===== config.mk =====
export PLATFORM = sky130hd
export DESIGN_NAME = data_island_scheduler
export DESIGN_NICKNAME = d
export VERILOG_FILES = /design/src/rtl/data_island_scheduler.sv
export SDC_FILE = /design/constraint.sdc
export NUM_CORES = 1
export LEC_CHECK = 0
export ABC_AREA = 1
export CORE_MARGIN = 2
export CORE_UTILIZATION = 50
export CTS_CLUSTER_DIAMETER = 100
export DETAILED_ROUTE_END_ITERATION = 10
export HOLD_SLACK_MARGIN = 0.03
export PLACE_DENSITY_LB_ADDON = 0.2
export SLEW_MARGIN = 10
export SYNTH_ARGS = -nofsm -noshare
export SYNTH_HDL_FRONTEND = slang
export SYNTH_SLANG_ARGS = --single-unit

===== constraint.sdc =====
create_clock -name clk_pixel -period 2.1 [get_ports clk_pixel]
set_input_delay 0.525 -clock clk_pixel [delete_from_list [all_inputs] [get_ports clk_pixel]]
set_output_delay 0.525 -clock clk_pixel [all_outputs]
set_load 0.01 [all_outputs]

===== src/rtl/data_island_scheduler.sv =====
// Data island scheduler: places preamble, guard bands and packet slots
// in horizontal blanking and strobes the packet picker once per packet.
module data_island_scheduler #(
    parameter int FRAME_WIDTH  = 858,
    parameter int SCREEN_WIDTH = 720,
    parameter int FRAME_HEIGHT = 525,
    parameter int MAX_PACKETS  = 18,
    parameter int BIT_WIDTH    = 12,
    parameter int BIT_HEIGHT   = 11
) (
    input  logic                  clk_pixel,
    input  logic                  reset,
    input  logic [BIT_WIDTH-1:0]  cx,
    input  logic [BIT_HEIGHT-1:0] cy,
    input  logic                  island_enable,
    output logic [1:0]            island_mode,
    output logic                  packet_enable,
    output logic [4:0]            packet_pixel_counter,
    output logic                  video_field_end
);

    localparam int ISLAND_START = SCREEN_WIDTH + 12;
    localparam int SLACK        = FRAME_WIDTH - SCREEN_WIDTH - 46;
    localparam int N_FIT        = (SLACK > 0) ? SLACK / 32 : 0;
    localparam int N            = (N_FIT < MAX_PACKETS) ? N_FIT : MAX_PACKETS;
    localparam int PW           = $clog2(MAX_PACKETS + 1);

    localparam logic [BIT_WIDTH-1:0]  CX_TRIG  = BIT_WIDTH'(ISLAND_START - 1);
    localparam logic [BIT_WIDTH-1:0]  CX_LAST  = BIT_WIDTH'(FRAME_WIDTH - 1);
    localparam logic [BIT_HEIGHT-1:0] CY_LAST  = BIT_HEIGHT'(FRAME_HEIGHT - 1);
    localparam logic [PW-1:0]         PKT_LAST = PW'((N > 0) ? N - 1 : 0);
    localparam logic                  ISL_ON   = (N > 0);

    localparam logic [2:0] S_IDLE = 3'd0;
    localparam logic [2:0] S_PRE  = 3'd1;
    localparam logic [2:0] S_LGB  = 3'd2;
    localparam logic [2:0] S_PKT  = 3'd3;
    localparam logic [2:0] S_TGB  = 3'd4;

    localparam logic [1:0] M_CTL  = 2'b00;
    localparam logic [1:0] M_PRE  = 2'b01;
    localparam logic [1:0] M_GB   = 2'b10;
    localparam logic [1:0] M_DATA = 2'b11;

    logic [2:0]    state_q, state_d;
    logic [4:0]    cnt_q, cnt_d;
    logic [PW-1:0] pkt_q, pkt_d;
    logic [1:0]    mode_q, mode_d;
    logic          pe_q, pe_d;
    logic [4:0]    ppc_q, ppc_d;
    logic          vfe_q, vfe_d;

    always_comb begin
        state_d = state_q;
        cnt_d   = cnt_q;
        pkt_d   = pkt_q;
        // cx==0 while busy means the timing source resynced under us
        if (state_q != S_IDLE && cx == '0) begin
            state_d = S_IDLE;
            cnt_d   = '0;
            pkt_d   = '0;
        end else begin
            case (state_q)
                S_IDLE: begin
                    cnt_d = '0;
                    pkt_d = '0;
                    if (cx == CX_TRIG && island_enable && ISL_ON)
                        state_d = S_PRE;
                end
                S_PRE: begin
                    if (cnt_q == 5'd7) begin
                        state_d = S_LGB;
                        cnt_d   = '0;
                    end else begin
                        cnt_d = cnt_q + 5'd1;
                    end
                end
                S_LGB: begin
                    if (cnt_q == 5'd1) begin
                        state_d = S_PKT;
                        cnt_d   = '0;
                        pkt_d   = '0;
                    end else begin
                        cnt_d = cnt_q + 5'd1;
                    end
                end
                S_PKT: begin
                    cnt_d = cnt_q + 5'd1;
                    if (cnt_q == 5'd31) begin
                        if (pkt_q == PKT_LAST) begin
                            state_d = S_TGB;
                            pkt_d   = '0;
                        end else begin
                            pkt_d = pkt_q + PW'(1);
                        end
                    end
                end
                S_TGB: begin
                    if (cnt_q == 5'd1) begin
                        state_d = S_IDLE;
                        cnt_d   = '0;
                    end else begin
                        cnt_d = cnt_q + 5'd1;
                    end
                end
                default: begin
                    state_d = S_IDLE;
                    cnt_d   = '0;
                    pkt_d   = '0;
                end
            endcase
        end
    end

    // Outputs are decoded from the next state so they line up with cx
    always_comb begin
        mode_d = M_CTL;
        case (state_d)
            S_PRE:   mode_d = M_PRE;
            S_LGB:   mode_d = M_GB;
            S_PKT:   mode_d = M_DATA;
            S_TGB:   mode_d = M_GB;
            default: mode_d = M_CTL;
        endcase
        ppc_d = (state_d == S_PKT) ? cnt_d : 5'd0;
        pe_d  = (state_d == S_LGB && cnt_d == 5'd1) ||
                (state_d == S_PKT && cnt_d == 5'd31 && pkt_d != PKT_LAST);
        vfe_d = (cx == CX_LAST) && (cy == CY_LAST);
    end

    always_ff @(posedge clk_pixel or posedge reset) begin
        if (reset) begin
            state_q <= S_IDLE;
            cnt_q   <= '0;
            pkt_q   <= '0;
            mode_q  <= M_CTL;
            pe_q    <= 1'b0;
            ppc_q   <= '0;
            vfe_q   <= 1'b0;
        end else begin
            state_q <= state_d;
            cnt_q   <= cnt_d;
            pkt_q   <= pkt_d;
            mode_q  <= mode_d;
            pe_q    <= pe_d;
            ppc_q   <= ppc_d;
            vfe_q   <= vfe_d;
        end
    end

    assign island_mode          = mode_q;
    assign packet_enable        = pe_q;
    assign packet_pixel_counter = ppc_q;
    assign video_field_end      = vfe_q;

endmodule

* Word-level counts from Yosys, hierarchy flattened
Index checks and enable logic that the tools add are counted.
** Storage, ports and cells
- Register bits :: 22
- Input port bits :: 26
- Output and inout port bits :: 9
- Word-level logic and storage cells :: 59
** Cells by class
- Add/sub/neg operators :: 2
- Eq/ne operators :: 18
- Mux-type cells :: 19
- Reduce and logical (&&, ||, !) cells :: 13
** Operators with widths (number)
- $mux W5 :: 8
- $pmux W5 S3 :: 2
- $eq A12 B10 Y1 const B :: 2
- $mux W3 :: 7
- $eq A5 B1 Y1 const B :: 3
- $pmux W3 S5 :: 1
- $eq A3 B2 Y1 const B :: 4
- $logic_not A12 Y1 :: 1
- $eq A11 B10 Y1 const B :: 1
- $add A5 B1 Y5 const B :: 2
- $eq A5 B5 Y1 const B :: 2
- $eq A3 B1 Y1 const B :: 2
- $eq A3 B3 Y1 const B :: 2
- $logic_and A1 B1 Y1 :: 6
- $pmux W2 S3 :: 1
- $reduce_or A2 Y1 :: 3
- $eq A5 B3 Y1 const B :: 1
- $ne A5 B1 Y1 const B :: 1
- $logic_not A3 Y1 :: 1
- $reduce_bool A3 Y1 :: 1
- $logic_or A1 B1 Y1 :: 1

* Longest topological paths before layout
- Depth in word-level cells :: 9
- Depth in mapped cells :: 13
- Gate-level depth less buffers :: 13

* Worst setup path before layout
Ideal clock, no wire load.
- Kind :: reg2reg
- Start :: register cnt_q[0]
- End :: register pe_q, in the netlist packet_enable
- Setup time :: 116 ps
- Arrival time :: 1673 ps
- Required time :: 1984 ps
- Setup slack :: 311 ps
- Stages on the path, launching flop included :: 14
- Buffers on the path :: 0
- Period minus slack after synthesis :: 1789 ps
- Cells stage by stage :: dfrtp_1 ha_1 nand2_1 nor2_1 ha_1 nand2_1 nor2_2 nand3_1 nand3_1 nor2_1 nor2_1 nand4_1 nand2_1 nand2_1
** On the way
- Longest elaborated chain between the ends :: 8
- Elaborated cells between the ends (all ways) :: 27
- Those cells by class :: 1 x add/sub; 8 x eq/ne; 14 x mux; 4 x reduce/logical
** Ends and longest elaborated chain
- start: declaration :: line 46 : logic [4:0] cnt_q, cnt_d;
- start signal: assignment :: line 142 : cnt_q <= cnt_d;
- $add A5 B1 Y5, or another cell as far along
- $mux W5, or another cell as far along :: line 79, 99
- $pmux W5 S3 / $pmux W3 S5 (equally long branches) :: line 63 : case (state_q)
- $mux W5 / $mux W3 (equally long branches) :: line 58 : if (state_q != S_IDLE && cx == '0) begin
- $eq A5 B5 Y1 / $eq A3 B2 Y1 (equally long branches) :: line 127 : (state_d == S_PKT && cnt_d == 5'd31 && pkt_d != PKT_LAST);
- $logic_and A1 B1 Y1 (2 in a row) :: line 127
- $logic_or A1 B1 Y1 (*) :: line 126 : pe_d = (state_d == S_LGB && cnt_d == 5'd1) ||
- via pe_d :: line 49 : logic pe_q, pe_d;
- end signal: assignment :: line 145 : pe_q <= pe_d;
- end: declaration :: line 49
Mark *: on every way through the listed nets, which the timed path passes. The rest lies on a longest branch.

* Final worst setup path
- Start :: register cnt_q[1]
- End :: register pe_q, in the netlist packet_enable
The elaborated chain is that of the path after synthesis.

==> impl_metrics.tcl <==
set metrics [dict create \
    status "complete, no violations" \
    ant_nets 0 \
    cts_hold_repair.buffers 0 \
    drcViolationCount 0 \
    first_pass_grt_wire_length_um 5890 \
    slew-limit-headroom 0.784 \
    netlist.top_cell.by_area "sky130_fd_sc_hd__dfrtp_1" \
    cp.arrival_ns 2.14 \
    placementRows 19 \
    timing.final.crit_share 0.918 \
    ctsLongestPathBuffers 2 \
    nets 287 \
    leakage_nw 1.01 \
    synth.avg_cell_area_um2 7.02 \
    post-dp-hpwl_um 2660 \
    syn-num-nets 246 \
    final-hold-violation-count 0 \
    first_pass_iters 4 \
    timing.hold.worst.class "input pin to async pin" \
    largest_net_degree_at_the_start_of_global_routing 23 \
    vdd.ir_drop.worst_uv 521 \
    worstSetupStartpoint "cnt_q[1]" \
    clock_tree.root_cell "sky130_fd_sc_hd__clkbuf_4" \
    syn_to_final_growth_pct 30.6 \
    grt_use_total 0.220 \
    detailroute.via_count 1447 \
    ys_dominant_reg_cell "sky130_fd_sc_hd__dfrtp_1" \
    postRouteWirelength_um 3360 \
    cts.htree.levels 1 \
    grt.overflow.total 0 \
    report.final.slew_viol_count 0 \
    antennaDiodeCount 0 \
    final.fill_count 234 \
    tritoncts "yes" \
    regToRegEndpoint "packet_enable" \
    critPathKind "flip-flop to flip-flop" \
    cts_made_buffers 3 \
    worst_skew_pair.late_latency_ns 0.31 \
    final.hold.worst_slack_ns 0.527 \
    finalWeightedCongestion 0.909 \
    synth_common_cells "51 x sky130_fd_sc_hd__nand2_1, 39 x sky130_fd_sc_hd__nor2_1, 31 x sky130_fd_sc_hd__inv_1" \
    clk_transition_reported_paths_ns 0.12 \
    port_buffers 34 \
    syn-cell-area_um2 1510 \
    rsz0062_at_grt "false" \
    top_level_ports 35 \
    ff_latch_area_um2 551 \
    synth_edf_count 0 \
    synth-seq-cells 22 \
    fin_setup_tns_ns 0 \
    synth_sequential_area_ratio 0.365 \
    core_outline_area_um2 2810 \
    synth_top_area_share 0.365 \
    die_w_um 58.9 \
    yosysMostFrequentCell "sky130_fd_sc_hd__nand2_1" \
    synthCells 215 \
    r2r_setup_slack_ns 0.17 \
    capturing_element_of_the_worst_setup_path "packet_enable" \
    final_layout_size_suffix_gt1_frac 0.137 \
    cp_max_fo 6 \
    clock-skew-final_ns 0.00499 \
    clkSinkCount 22 \
    unique_masters_post_synth 26 \
    vias_per_cell 5.06 \
    first_global_vias 1370 \
    multi_input_combinational_cell_area_um2 828 \
    post-cts-setup-buffers 0 \
    fp.dieArea_um2 3470 \
    period_minus_slack_ns 1.93 \
    pwr_density_cell_nw_per_um2 420 \
    fp.dieH_um 58.9 \
    cp-end-kind "flip-flop" \
    start_kind "flip-flop" \
    worstMarginPinSlew_ns 0.320 \
    rr_worst_depth 13 \
    grt_antenna_before_repair 0 \
    critical_path_required_time_ns 2.32 \
    r2r_start "cnt_q[1]" \
    yosys_warnings 0 \
    drt-wirelength-per-cell_um 11.7 \
    initial_core_util 0.538 \
    max_freq_ghz 0.519 \
    synth.area.top_cells "sky130_fd_sc_hd__dfrtp_1 36%, sky130_fd_sc_hd__nand2_1 13%, sky130_fd_sc_hd__nor2_1 9.7%, sky130_fd_sc_hd__inv_1 7.7%, sky130_fd_sc_hd__nand3_1 6.6%" \
    ys_async_sr_fraction 1.00 \
    setup_viol 0 \
    dr.first_iter.drc_count 58 \
    max_cap_violations 0 \
]
[power breakdown]
group	switching, W	internal, W	leakage, nW
logic	0.0000288	0.0000497	0.673
clock network	0.000131	0.000193	0.0279
registers	0.000000335	0.000424	0.307
[layout make-up]
cell class | instances | share of cell area
multi-input combinational | 155 | 0.420
sequential | 22 | 0.279
timing repair buffer | 36 | 0.180
inverter | 38 | 0.0737
tap | 31 | 0.0197
clock inverter | 1 | 0.0152
clock buffer | 3 | 0.0114
[metal layers]
layer / track usage / wire length (um) / vias up
met5: 0 / 0 / -
met4: 0.0195 / 24 / 0
met3: 0.0549 / 149 / 4
met2: 0.379 / 1620 / 37
met1: 0.290 / 1570 / 653
li1: - / - / 753
[worst max-delay path, stage by stage (launching register included)]
cell and delay, ns:
sky130_fd_sc_hd__dfrtp_1 0.39, sky130_fd_sc_hd__ha_1 0.17, sky130_fd_sc_hd__nand2_1 0.10, sky130_fd_sc_hd__nor2_2 0.15, sky130_fd_sc_hd__ha_4 0.20, sky130_fd_sc_hd__nand2_1 0.11, sky130_fd_sc_hd__nor2_2 0.14, sky130_fd_sc_hd__nand3_1 0.08
sky130_fd_sc_hd__nand3_1 0.08, sky130_fd_sc_hd__nor2_1 0.04, sky130_fd_sc_hd__nor2_1 0.14, sky130_fd_sc_hd__nand4_1 0.12, sky130_fd_sc_hd__nand2_1 0.07, sky130_fd_sc_hd__nand2_1 0.04
[cell families (layout without fill, tap and decap cells)]
family                     count (synthesis)  count (layout)  synth area share
buffers and inverters                     38              78            0.0962
xor gates and xnor gates                   2               2            0.0116
DFF                                       22              22             0.365
adders and majority gates                  5               5            0.0415
and+or+nand+nor                          141             141             0.454
AOI/OAI and AO/OA                          7               7            0.0323
[how the worst min path moves through the flow]
stage,start,end,depth (start not counted)
floorplan,reset,cnt_q[0],1
global placement,pkt_q[3],pkt_q[3],2
detailed placement,pkt_q[3],pkt_q[3],2
CTS,reset,packet_pixel_counter[3],3
global route,reset,packet_pixel_counter[3],3
finish,reset,island_mode[0],3
[state kept, by name (all words and copies together) (netlist names)]
| register | count |
|---|---|
| packet_pixel_counter | 5 |
| packet_enable | 1 |
| state_q | 3 |
| pkt_q | 5 |
| island_mode | 2 |
| video_field_end | 1 |
| cnt_q | 5 |
[through the flow]
stage                     std cells  worst slack, ns   util  instance area [um^2]  total power (W)
after floorplan                 215            0.311      -                  1510         0.000455
after global placement          282           0.0697  0.678                  1900         0.000511
after detailed placement        282           0.0211  0.678                  1900         0.000511
after CTS                       286           0.0759  0.698                  1960         0.000836
after global routing            286           0.0108  0.702                  1970         0.000862
final                           286            0.171  0.702                  1970         0.000827
[layout by cell type (no fill, tap or decap), drive strengths merged]
master and instances:
clkbuf 3, nand4 6, ha 5, nor4b 1, buf 2, o21bai 1, dfrtp 22, or2 1
nand2 57, clkdlybuf4s50 34, a31oi 1, o32ai 1, bufinv 1, a21oi 3, a21boi 1, xor2 2
and2 1, nand3b 1, nand3 27, inv 38, nor2 45, nor3 2
[repair_timing]
action	CTS	global route
resized for setup	1	2
endpoints found under the setup margin	1	5
pin swaps	0	0
hold endpoints to repair	0	0
Note: power is estimated with default switching activity, not from simulation.
